--- src/rtl/mult_hilo_ctrl_if.sv ---
// -----------------------------------------------------------------------------
// mult_hilo_ctrl_if
//
// Purpose : Bundles the handshake between the HI/LO controller and the
//           Booth multiplier.
//
// Signals :
//   mul_start   controller -> multiplier  one-cycle start pulse
//   mul_a/b     controller -> multiplier  registered 16-bit signed operands
//   mul_ready   multiplier -> controller  low while busy, high when done
//   mul_result  multiplier -> controller  32-bit signed product
//
// Modports: master = controller side, slave = multiplier side.
// -----------------------------------------------------------------------------
interface mult_hilo_ctrl_if;
   logic        mul_start;
   logic [15:0] mul_a;
   logic [15:0] mul_b;
   logic        mul_ready;
   logic [31:0] mul_result;

   modport master (
      output mul_start,
      output mul_a,
      output mul_b,
      input  mul_ready,
      input  mul_result
   );

   modport slave (
      input  mul_start,
      input  mul_a,
      input  mul_b,
      output mul_ready,
      output mul_result
   );
endinterface

--- src/rtl/mult_hilo_ctrl.sv ---
// -----------------------------------------------------------------------------
// mult_hilo_ctrl
//
// Purpose : Sequences a multi-cycle Booth multiply for a mult instruction in
//           EX and writes the 32-bit product into the HI/LO registers.
//           After reset the block drains for QUIET_CYCLES cycles so that a
//           multiply still in flight from before the reset cannot complete.
//           An operation completes only after the multiplier has been seen
//           to drop mul_ready and then raise it again; a watchdog aborts
//           operations where that sequence does not arrive in time.
//
// Ports   :
//   clk, rst          clock, synchronous active-high reset
//   req_valid         mult instruction present in EX
//   req_a, req_b      16-bit signed operands
//   req_acc           accumulate request (only used with HILO_MADD_ACC_EN)
//   mul               multiplier handshake (mult_hilo_ctrl_if.master)
//   stall             pipeline stall, high whenever the FSM is not IDLE
//   hi, lo            HI/LO architectural registers
//   done              one-cycle pulse while the freshly written HI/LO shows
//   err               sticky watchdog error, cleared only by rst
//
// Configuration:
//   HILO_MADD_ACC_EN  when defined, a captured req_acc=1 adds the product to
//                     {hi,lo} (modulo 2^32) instead of overwriting it.
// -----------------------------------------------------------------------------
module mult_hilo_ctrl #(
   parameter int QUIET_CYCLES = 20,
   parameter int WAIT_LIMIT   = 32
) (
   input  logic                   clk,
   input  logic                   rst,
   input  logic                   req_valid,
   input  logic [15:0]            req_a,
   input  logic [15:0]            req_b,
   input  logic                   req_acc,
   mult_hilo_ctrl_if.master       mul,
   output logic                   stall,
   output logic [15:0]            hi,
   output logic [15:0]            lo,
   output logic                   done,
   output logic                   err
);

   typedef enum logic [2:0] {
      S_QUIET,
      S_IDLE,
      S_ISSUE,
      S_WAIT_LOW,
      S_WAIT_HI,
      S_WRITE
   } state_t;

   // One shared counter serves the drain, the WAIT_LOW and WAIT_HI timers.
   localparam int CNT_MAX = (QUIET_CYCLES > WAIT_LIMIT) ? QUIET_CYCLES : WAIT_LIMIT;
   localparam int CNT_W   = (CNT_MAX < 4) ? 2 : $clog2(CNT_MAX + 1);

   localparam logic [CNT_W-1:0] QUIET_LAST    = CNT_W'(QUIET_CYCLES - 1);
   localparam logic [CNT_W-1:0] WAIT_HI_LAST  = CNT_W'(WAIT_LIMIT - 1);
   localparam logic [CNT_W-1:0] WAIT_LOW_LAST = CNT_W'(3);

   state_t             state_q,     state_d;
   logic [CNT_W-1:0]   cnt_q,       cnt_d;
   logic               mul_start_q, mul_start_d;
   logic [15:0]        mul_a_q,     mul_a_d;
   logic [15:0]        mul_b_q,     mul_b_d;
   logic [31:0]        hilo_q,      hilo_d;
   logic               done_q,      done_d;
   logic               err_q,       err_d;
   logic [31:0]        wr_value;

`ifdef HILO_MADD_ACC_EN
   logic               acc_q,       acc_d;

   // Accumulate wraps modulo 2^32; no saturation.
   assign wr_value = acc_q ? (hilo_q + mul.mul_result) : mul.mul_result;
`else
   logic               unused_req_acc;

   assign unused_req_acc = req_acc;
   assign wr_value       = mul.mul_result;
`endif

   always_comb begin
      state_d = state_q;
      cnt_d   = cnt_q;
      mul_a_d = mul_a_q;
      mul_b_d = mul_b_q;
      hilo_d  = hilo_q;
      err_d   = err_q;
`ifdef HILO_MADD_ACC_EN
      acc_d   = acc_q;
`endif

      unique case (state_q)
         S_QUIET: begin
            // mul_ready is deliberately not looked at while draining.
            if (cnt_q == QUIET_LAST) begin
               state_d = S_IDLE;
               cnt_d   = '0;
            end else begin
               cnt_d = cnt_q + 1'b1;
            end
         end

         S_IDLE: begin
            if (req_valid) begin
               mul_a_d = req_a;
               mul_b_d = req_b;
`ifdef HILO_MADD_ACC_EN
               acc_d   = req_acc;
`endif
               state_d = S_ISSUE;
            end
         end

         S_ISSUE: begin
            state_d = S_WAIT_LOW;
            cnt_d   = '0;
         end

         S_WAIT_LOW: begin
            // A ready that is still high here may be stale; wait for it to
            // drop so that the next rising ready belongs to this operation.
            if (!mul.mul_ready) begin
               state_d = S_WAIT_HI;
               cnt_d   = '0;
            end else if (cnt_q == WAIT_LOW_LAST) begin
               err_d   = 1'b1;
               state_d = S_IDLE;
               cnt_d   = '0;
            end else begin
               cnt_d = cnt_q + 1'b1;
            end
         end

         S_WAIT_HI: begin
            if (mul.mul_ready) begin
               hilo_d  = wr_value;
               state_d = S_WRITE;
               cnt_d   = '0;
            end else if (cnt_q == WAIT_HI_LAST) begin
               err_d   = 1'b1;
               state_d = S_IDLE;
               cnt_d   = '0;
            end else begin
               cnt_d = cnt_q + 1'b1;
            end
         end

         S_WRITE: begin
            state_d = S_IDLE;
         end

         default: begin
            state_d = S_QUIET;
            cnt_d   = '0;
         end
      endcase

      // Registered outputs are derived from the next state so that they line
      // up exactly with the state they belong to.
      mul_start_d = (state_d == S_ISSUE);
      done_d      = (state_d == S_WRITE);
   end

   always_ff @(posedge clk) begin
      if (rst) begin
         state_q     <= S_QUIET;
         cnt_q       <= '0;
         mul_start_q <= 1'b0;
         mul_a_q     <= '0;
         mul_b_q     <= '0;
         hilo_q      <= '0;
         done_q      <= 1'b0;
         err_q       <= 1'b0;
`ifdef HILO_MADD_ACC_EN
         acc_q       <= 1'b0;
`endif
      end else begin
         state_q     <= state_d;
         cnt_q       <= cnt_d;
         mul_start_q <= mul_start_d;
         mul_a_q     <= mul_a_d;
         mul_b_q     <= mul_b_d;
         hilo_q      <= hilo_d;
         done_q      <= done_d;
         err_q       <= err_d;
`ifdef HILO_MADD_ACC_EN
         acc_q       <= acc_d;
`endif
      end
   end

   assign stall         = (state_q != S_IDLE);
   assign mul.mul_start = mul_start_q;
   assign mul.mul_a     = mul_a_q;
   assign mul.mul_b     = mul_b_q;
   assign hi            = hilo_q[31:16];
   assign lo            = hilo_q[15:0];
   assign done          = done_q;
   assign err           = err_q;

endmodule

--- src/flat_wrapper.sv ---
// flat-port wrapper written by rule: the top's interface ports become plain ports
module mult_hilo_ctrl_flat 
#(
   parameter int QUIET_CYCLES = 20,
   parameter int WAIT_LIMIT   = 32
)
  (clk, rst, req_valid, req_a, req_b, req_acc, stall, hi, lo, done, err, mul_mul_start, mul_mul_a, mul_mul_b, mul_mul_ready, mul_mul_result);
  mult_hilo_ctrl_if mul_i ();
  input  logic clk;
  input  logic rst;
  input  logic req_valid;
  input  logic [15:0] req_a;
  input  logic [15:0] req_b;
  input  logic req_acc;
  output logic stall;
  output logic [15:0] hi;
  output logic [15:0] lo;
  output logic done;
  output logic err;
  output wire logic [$bits(mul_i.mul_start)-1:0] mul_mul_start;
  output wire logic [$bits(mul_i.mul_a)-1:0] mul_mul_a;
  output wire logic [$bits(mul_i.mul_b)-1:0] mul_mul_b;
  input wire logic [$bits(mul_i.mul_ready)-1:0] mul_mul_ready;
  input wire logic [$bits(mul_i.mul_result)-1:0] mul_mul_result;
  assign mul_mul_start = mul_i.mul_start;
  assign mul_mul_a = mul_i.mul_a;
  assign mul_mul_b = mul_i.mul_b;
  assign mul_i.mul_ready = mul_mul_ready;
  assign mul_i.mul_result = mul_mul_result;
  mult_hilo_ctrl #(.QUIET_CYCLES(QUIET_CYCLES), .WAIT_LIMIT(WAIT_LIMIT)) u_core (.clk(clk), .rst(rst), .req_valid(req_valid), .req_a(req_a), .req_b(req_b), .req_acc(req_acc), .mul(mul_i), .stall(stall), .hi(hi), .lo(lo), .done(done), .err(err));
endmodule
--- config.mk ---
export PLATFORM = sky130hd
export DESIGN_NAME = mult_hilo_ctrl_flat
export DESIGN_NICKNAME = d
export VERILOG_FILES = /design/src/rtl/mult_hilo_ctrl_if.sv /design/src/rtl/mult_hilo_ctrl.sv /design/src/flat_wrapper.sv
export SDC_FILE = /design/constraint.sdc
export NUM_CORES = 1
export LEC_CHECK = 0
export CAP_MARGIN = 30
export CORE_ASPECT_RATIO = 0.7
export CORE_UTILIZATION = 50
export CTS_BUF_LIST = sky130_fd_sc_hd__clkbuf_8
export DETAILED_ROUTE_END_ITERATION = 8
export DONT_BUFFER_PORTS = 1
export PLACE_DENSITY = 0.69
export SYNTH_ARGS = -nofsm -noshare
export SYNTH_HDL_FRONTEND = slang
export SYNTH_SLANG_ARGS = --single-unit
--- constraint.sdc ---
create_clock -name clk -period 3.4 [get_ports clk]
set_input_delay 0.34 -clock clk [delete_from_list [all_inputs] [get_ports clk]]
set_output_delay 0.34 -clock clk [all_outputs]
set_load 0.02 [all_outputs]
==> summary.md, run 1 <==
| Metric | Value |
|---|---|
| Top cell type by total area after synthesis | sky130_fd_sc_hd__dfxtp_1 |
| DRC violation count after routing | 0 |
| Worst supply voltage drop on vdd | 0.306 mV |
| Critical Path RT | 3630 ps |
| Full die area | 6100 µm² |
| Combined area of all synthesized cells | 2900 µm² |
| Initial antenna violation count | 0 |
| Worst path arrival time | 2100 ps |
| Number of buffers between clock root and the deepest sink | 2 |
| TritonCTS clock tree | built |
| Area share of the largest cell type after synthesis | 0.525 |
| Worst hold path class | input port to flip-flop |
| Post CTS Setup Buffer Count | 0 |
| Slew @ Worst Pin | 463 ps |
| Maximum clock frequency | 0.532 GHz |
| Slew Viols, Final | 0 |
| Worst setup path class | flip-flop to flip-flop |
| Post-synth EDFFs | 0 |
| Top Ports | 137 |
| Final core area utilization | 0.581 |
| Detailed Routing Iterations Pass 1 | 4 |
| Layout cells sized above 1 | 0.0824 |
| Number of nets produced by synthesis | 438 |
| Post-cts resize count | 0 |
| Fraction of the yosys area taken by sequential cells | 0.525 |
| Number of DRC markers in iteration 0 | 86 |
| Reported leakage power | 0.00100 µW |
| Final worst hold slack | 72.3 ps |
| Tot Pwr | 1590 µW |
| Critical-path top delay cell | sky130_fd_sc_hd__or4b_4 |
| Worst-Skew Late Latency | 330 ps |
| Unrepaired setup endpoints after global routing | false |
| Standard-cell row count | 22 |
| Ys flop type | sky130_fd_sc_hd__dfxtp_1 |
| Slew margin rel. | 0.691 |
| Area growth syn-to-layout | 8.34% |
| Routability congestion estimate | 0.826 |
| Setup Viol. Count Final | 0 |
| Status | finished, final reports clean |
| Clock slew seen by the registers of the worst setup and hold paths | 80 ps |
| FF+latch count, synth | 76 |
| CP peak stage delay | 530 ps |
| Total overflow reported by the global router | 0 |
| Count of endpoints failing hold in the final timing report | 0 |
| Sum of routed wire length over all layers | 6290 µm |
| Synth top area cells | sky130_fd_sc_hd__dfxtp_1 (53%), sky130_fd_sc_hd__nand2_1 (17%), sky130_fd_sc_hd__a21oi_1 (12%) |
| Wire length of the first global-routing pass | 9850 µm |
| DR vias/cell | 5.50 |
| Average detailed-routed wire length per instance | 14.4 µm |
| Count of nets left with antenna violations after detail routing | 0 |
| Async S/R FF share, synth | 0 |
| Global-route total usage across every layer | 0.209 |
| Max-cap check violation count | 0 |
| Count of vias placed by the detailed router | 2,397 |
| Initial Util | 0.537 |
| Via count of the first global-routing pass | 2,107 |
| Number of library cell types mapped by synthesis | 37 |
| Final total negative setup slack | 0 ps |
| Buffer cell driving the clock tree root | sky130_fd_sc_hd__clkbuf_8 |
| Net total in the final layout | 429 |
| Detailed Place HPWL | 4400 µm |
| Power density relative to cell area | 507 nW/µm² |
| Largest net degree at the start of global routing | 78 |
| Syn Area/Cell | 7.87 µm² |
| CTS Hold Bufs | 0 |
| Number of I/O port buffers | 0 |
| CTS buffer count | 9 |
| Total inserted antenna cells | 0 |
| Horizontal extent of the die | 93.0 µm |
| Startpoint type of the worst setup path | flip-flop |
| Largest fanout of any net on the critical path | 5 |
| Cell-by-cell trace of the critical path | ha_1 > or4b_4 > o21ai_2 > a31oi_1 > a21oi_1 > nor2_1 |
| H-tree depth | 3 |
| Clock period minus final worst setup slack | 1880 ps |
| Final clock period utilization by the worst path | 0.553 |
| Synthesized instance count | 368 |
| Most frequently used cell type in the post-synthesis netlist | sky130_fd_sc_hd__nand2_1 |
| Kind of end point of the critical path | flip-flop |
| CTS sink cnt | 76 |
| Clock skew after layout | 4.29 ps |
| Vertical extent of the die | 65.7 µm |
| Yosys warning count | 0 |
| Std-Cell Core Area | 5400 µm² |
| Cell types with the highest counts after synthesis | sky130_fd_sc_hd__nand2_1 (132), sky130_fd_sc_hd__dfxtp_1 (76), sky130_fd_sc_hd__a21oi_1 (69), sky130_fd_sc_hd__clkbuf_1 (13), sky130_fd_sc_hd__nor2_1 (10) |
## cells by family after synthesis
family	share of synthesized area
buffers and inverters	0.0441
AOI/OAI and AO/OA	0.176
adders and majority gates	0.00432
DFF	0.525
and+or+nand+nor	0.250
## metal layers
metal / wire length (µm) / GRT usage
met1: 2650 / 0.238
met2: 2970 / 0.347
met3: 616 / 0.0972
met4: 52 / 0.0692
met5: 0 / 0
## registers in the layout, summed over array words and instances, names as in the netlist
name and cells:
u_core.done 1, u_core.err 1, u_core.hilo_q 32, u_core.state_q 3
u_core.mul.mul_start 1, u_core.mul.mul_b 16, u_core.cnt_q 6, u_core.mul.mul_a 16
## placed cells by master, fill, tap and decap left out, types with 2 or more instances in the layout
cell type                    count
sky130_fd_sc_hd__and3_1          2
sky130_fd_sc_hd__nor3_1          5
sky130_fd_sc_hd__nand3_1         5
sky130_fd_sc_hd__o21ai_2         2
sky130_fd_sc_hd__clkbuf_8        9
sky130_fd_sc_hd__o21ai_0         4
sky130_fd_sc_hd__clkinv_2        2
sky130_fd_sc_hd__buf_4           2
sky130_fd_sc_hd__nor2b_1         3
sky130_fd_sc_hd__nand2_1       132
sky130_fd_sc_hd__dfxtp_1        76
sky130_fd_sc_hd__o21ai_1         5
sky130_fd_sc_hd__clkinvlp_4      2
sky130_fd_sc_hd__a21oi_1        69
sky130_fd_sc_hd__nand3b_1        3
sky130_fd_sc_hd__buf_16          2
sky130_fd_sc_hd__a31oi_1         3
sky130_fd_sc_hd__nor2_1         10
sky130_fd_sc_hd__inv_1           5
sky130_fd_sc_hd__nand2b_1        2
## cell type report
| class | instances | area (µm²) |
|---|---|---|
| flip-flops and latches | 76 | 1520 |
| clock buffers | 9 | 124 |
| multi-input cells | 264 | 1250 |
| repair buffers | 4 | 70.1 |
| inverters | 4 | 15.0 |
| clock inverters | 7 | 67.6 |
| fillers | 527 | 2260 |
| well taps | 72 | 90.1 |
## report_power, final
part           internal, µW  total (µW)  switching [µW]  leakage [µW]
combinational          13.9        26.0            12.1      0.000290
sequential              898         911            13.5      0.000613
clock                   336         652             316     0.0000968
total                  1250        1590             342       0.00100
## critical path, delay by kind of cell (launching register included)
kind	cells	cell delay, ps
AND/OR/NAND/NOR	2	590
AO/OA/AOI/OAI	3	490
flip-flops	1	420
adder cells (fa/ha/maj)	1	270
## worst paths after layout
path                           startpoint                             to  slack (ps)  depth (start not counted)
max          u_core.cnt_q[1]$_SDFFE_PP0N_   u_core.cnt_q[2]$_SDFFE_PP0N_        1520                          6
min                                   rst  u_core.hilo_q[3]$_SDFFE_PP0P_          70                          1
max reg2reg  u_core.cnt_q[1]$_SDFFE_PP0N_   u_core.cnt_q[2]$_SDFFE_PP0N_        1520                          6
min reg2reg  u_core.cnt_q[5]$_SDFFE_PP0N_   u_core.cnt_q[5]$_SDFFE_PP0N_         540                          2
## through the flow
stage	cells	cell area [µm²]	setup slack [ps]
5_1_grt	436	3140	1330
4_1_cts	436	3140	1530
2_1_floorplan	368	2900	1710
3_3_place_gp	418	2890	1320
6_report	436	3140	1520
3_5_place_dp	420	2950	1550
Note: power is estimated with default switching activity, not from simulation.
==> run 2, diff against run 1 <==
--- a/config.mk
+++ b/config.mk
@@ -11,7 +11,7 @@
 export CTS_BUF_LIST = sky130_fd_sc_hd__clkbuf_8
 export DETAILED_ROUTE_END_ITERATION = 8
 export DONT_BUFFER_PORTS = 1
-export PLACE_DENSITY = 0.69
+export PLACE_DENSITY = 0.72
 export SYNTH_ARGS = -nofsm -noshare
 export SYNTH_HDL_FRONTEND = slang
 export SYNTH_SLANG_ARGS = --single-unit
==> constraint.sdc (replaced) <==
create_clock -name clk -period 1.62 [get_ports clk]
set_input_delay 0.162 -clock clk [delete_from_list [all_inputs] [get_ports clk]]
set_output_delay 0.162 -clock clk [all_outputs]
set_load 0.02 [all_outputs]
==> run 2 against run 1 <==
  * The run now ends with negative hold slack, negative setup slack left
  * Clock skew grew 1.0 ps
  * Sequential cell count stayed put
  * First-iteration DRC count increased by 8.1%
  * Global-route usage is 0.66 points higher
  * Sequential share of layout area shrank 3.1 points
  * Critical path type unchanged
==> summary.md, run 2 (synthesis gave the netlist of run 1 again) <==
| Metric | Value |
|---|---|
| Status | finished, violations left |
| Violated checks | negative hold slack, negative setup slack |
| Number of I/O port buffers | 0 (unchanged) |
| Initial antenna violation count | 0 (unchanged) |
| Fraction of power consumed by the clock network | 0.439 (+0.029) |
| Most common cell after layout, fill and taps aside | sky130_fd_sc_hd__nand2_1 |
| Psw | 746 µW (+120%) |
| TritonCTS clock tree | built |
| Logic pwr share | 0.034 (+0.018) |
| Final worst hold slack | -114 ps (-187 ps) |
| Initial Util | 0.537 (unchanged) |
| Part of the total power dissipated in sequential elements | 0.527 (-0.046) |
| Global-route total usage across every layer | 0.215 (+0.00660) |
| Power density relative to cell area | 1070 nW/µm² (+110%) |
| Layout filler cell count | 474 (-10%) |
| Hold_sp | rst |
| Largest net degree at the start of global routing | 78 (unchanged) |
| Clock period minus final worst setup slack | 1660 ps (-215 ps) |
| Crit path setup slack, layout | -44.5 ps (-1570 ps) |
| Final clock period utilization by the worst path | 1.03 (+0.475) |
| Worst-Skew Late Latency | 340 ps (about the same) |
| Wire length of the first global-routing pass | 10,100 µm (+2.1%) |
| Top library cells by usage in the layout, fill and taps aside | sky130_fd_sc_hd__nand2_1 (132), sky130_fd_sc_hd__dfxtp_1 (74), sky130_fd_sc_hd__a21oi_1 (67), sky130_fd_sc_hd__buf_4 (12) |
| Max-cap check violation count | 0 (unchanged) |
| Count of vias placed by the detailed router | 2,433 (+1.5%) |
| Number of DRC markers in iteration 0 | 93 (+8.1%) |
| Detailed Place HPWL | 4450 µm (+1.1%) |
| Area taken by multi-input logic gates | 1330 µm² (+6.8%) |
| Final core area utilization | 0.622 (+0.0410) |
| Via count of the first global-routing pass | 2,158 (+2.4%) |
| Vertical extent of the die | 65.7 µm (unchanged) |
| Layout cells sized above 1 | 0.138 (+0.0559) |
| CTS buffer count | 9 (unchanged) |
| Worst setup path class | flip-flop to flip-flop |
| Internal cell power | 2860 µW (+130%) |
| Clock skew after layout | 5.32 ps (+1.03 ps) |
| Sum of routed wire length over all layers | 6620 µm (+5.3%) |
| CTS sink cnt | 76 (unchanged) |
| Reported leakage power | 0.00109 µW (+8.7%) |
| Number of instances on the worst hold path | 1 (unchanged) |
| Largest fanout of any net on the critical path | 5 (unchanged) |
| Worst path arrival time | 1900 ps (-200 ps) |
| Average detailed-routed wire length per instance | 14.8 µm (+2.5%) |
| Net total in the final layout | 441 (+2.8%) |
| Top Ports | 137 (unchanged) |
| Routability congestion estimate | 0.859 (+4.0%) |
| DR vias/cell | 5.43 (-1.2%) |
| Standard-cell row count | 22 (unchanged) |
| Full die area | 6100 µm² (unchanged) |
| Unrepaired setup endpoints after global routing | true |
| Largest reg by FF count | u_core.hilo_q |
| DRC violation count after routing | 0 (unchanged) |
| Count of endpoints failing hold in the final timing report | 73 (+73) |
| Depth of the most critical reg-to-reg path | 6 (unchanged) |
| Maximum clock frequency | 0.601 GHz (+13%) |
| Worst supply voltage drop on vdd | 0.608 mV (+99%) |
| Worst hold path class | input port to flip-flop |
| Std-Cell Core Area | 5400 µm² (unchanged) |
| Slew @ Worst Pin | 422 ps (-40.4 ps) |
| Slew margin rel. | 0.718 (+0.0273) |
| Total overflow reported by the global router | 0 (unchanged) |
| Setup Viol. Count Final | 7 (+7) |
| Tot Pwr | 3600 µW (+130%) |
| Number of buffers between clock root and the deepest sink | 2 (unchanged) |
| Clock slew seen by the registers of the worst setup and hold paths | 70 ps (about the same) |
| Flop-to-flop setup slack | -40 ps (-1570 ps) |
| H-tree depth | 3 (unchanged) |
| Flip-flop count of the largest register after layout | 32 (unchanged) |
| Count of nets left with antenna violations after detail routing | 0 (unchanged) |
| Horizontal extent of the die | 93.0 µm (unchanged) |
| R2R Path Start | u_core.cnt_q[1]$_SDFFE_PP0N_ |
| Buffer cell driving the clock tree root | sky130_fd_sc_hd__clkbuf_8 |
| Destination of the worst hold path | u_core.cnt_q[0]$_SDFFE_PP0N_ |
| Critical Path RT | 1860 ps (-1770 ps) |
| Switching portion of total power | 0.207 (-0.00792) |
| Area growth syn-to-layout | 16.0% |
| Detailed Routing Iterations Pass 1 | 4 (unchanged) |
| Area occupied by registers | 1520 µm² (+0.16%) |
| Slew Viols, Final | 0 (unchanged) |
| Worst flop-to-flop path endpoint | u_core.cnt_q[2]$_SDFFE_PP0N_ |
| Kind of end point of the critical path | flip-flop |
| Startpoint type of the worst setup path | flip-flop |
| Total inserted antenna cells | 0 (unchanged) |
-- run 2: cell count changes in the layout (fill, tap and decap cells not counted), moves of 2 or more --
cell / before / now
sky130_fd_sc_hd__buf_12: 0 / 4
sky130_fd_sc_hd__dfxtp_2: 0 / 2
sky130_fd_sc_hd__a21oi_2: 0 / 2
sky130_fd_sc_hd__buf_4: 2 / 12
sky130_fd_sc_hd__dfxtp_1: 76 / 74
sky130_fd_sc_hd__buf_16: 2 / 0
sky130_fd_sc_hd__a31oi_1: 3 / 1
sky130_fd_sc_hd__o21ai_4: 0 / 2
sky130_fd_sc_hd__a21oi_1: 69 / 67
sky130_fd_sc_hd__clkinv_2: 2 / 0
-- run 2: repair_timing --
item                                    4_1_cts  5_1_grt
pin swaps                                     0        6
gates resized for setup                       4        9
endpoints found under the hold margin        73       73
gates cloned                                  0        0
setup buffers                                 0        2
endpoints found under the setup margin        5        8
-- run 2: stage by stage --
stage / TNS, ps / setup slack, ps / cells / cell area [µm²]
final: -213 / -44.5 / 448 / 3360
after global routing: -758 / -99.0 / 448 / 3360
after CTS: -15.8 / -9.70 / 446 / 3290
after detailed placement: -18.2 / -11.1 / 430 / 3050
after global placement: 0 / 4.33 / 430 / 3050
after floorplan: 0 / 4.91 / 368 / 2910
-- run 2: how the worst max path moves through the flow --
stage	to	from	cells past startpoint	slack [ps]
floorplan	u_core.cnt_q[2]$_SDFFE_PP0N_	u_core.cnt_q[1]$_SDFFE_PP0N_	6	5
global placement	u_core.cnt_q[2]$_SDFFE_PP0N_	u_core.cnt_q[1]$_SDFFE_PP0N_	6	4
detailed placement	u_core.mul.mul_start$_SDFF_PP0_	u_core.cnt_q[1]$_SDFFE_PP0N_	7	-10
CTS	u_core.cnt_q[2]$_SDFFE_PP0N_	u_core.cnt_q[1]$_SDFFE_PP0N_	6	-10
global route	u_core.mul.mul_start$_SDFF_PP0_	u_core.cnt_q[0]$_SDFFE_PP0N_	7	-100
finish	u_core.cnt_q[2]$_SDFFE_PP0N_	u_core.cnt_q[1]$_SDFFE_PP0N_	6	-40
-- run 2: cell type report --
type / instances / share of cell area
clock buffer: 10 / 0.0410
clock inverter: 6 / 0.0261
inverter: 4 / 0.00447
multi-input combinational: 264 / 0.397
sequential: 76 / 0.454
tap: 72 / 0.0268
timing repair buffer: 16 / 0.0507
-- run 2: worst max-delay path, cell delays in order, from the launching register on --
cell and delay, ps:
sky130_fd_sc_hd__dfxtp_2 360, sky130_fd_sc_hd__ha_4 130, sky130_fd_sc_hd__or4b_4 510, sky130_fd_sc_hd__o21ai_4 230, sky130_fd_sc_hd__a31oi_4 130, sky130_fd_sc_hd__a21oi_2 150
sky130_fd_sc_hd__nor2_1 50
-- run 2: power groups by stage --
stage                     registers [µW]  logic, µW  clock network (µW)
after floorplan                     1950       75.8                   0
after global placement              1940       99.9                   0
after detailed placement            1940        101                   0
after CTS                           1900        102                1630
after global routing                1900        136                1710
final                               1900        124                1580
-- run 2: per-layer routing --
metal  share of wire  routed length [µm]  vias to the layer above  global-route usage
li1                -                   -                     1225                   -
met1            0.43                2840                     1106               0.267
met2            0.46                3070                       95               0.336
met3           0.096                 636                        7              0.0914
met4           0.012                  80                        0              0.0750
met5               0                   0                        -                   0
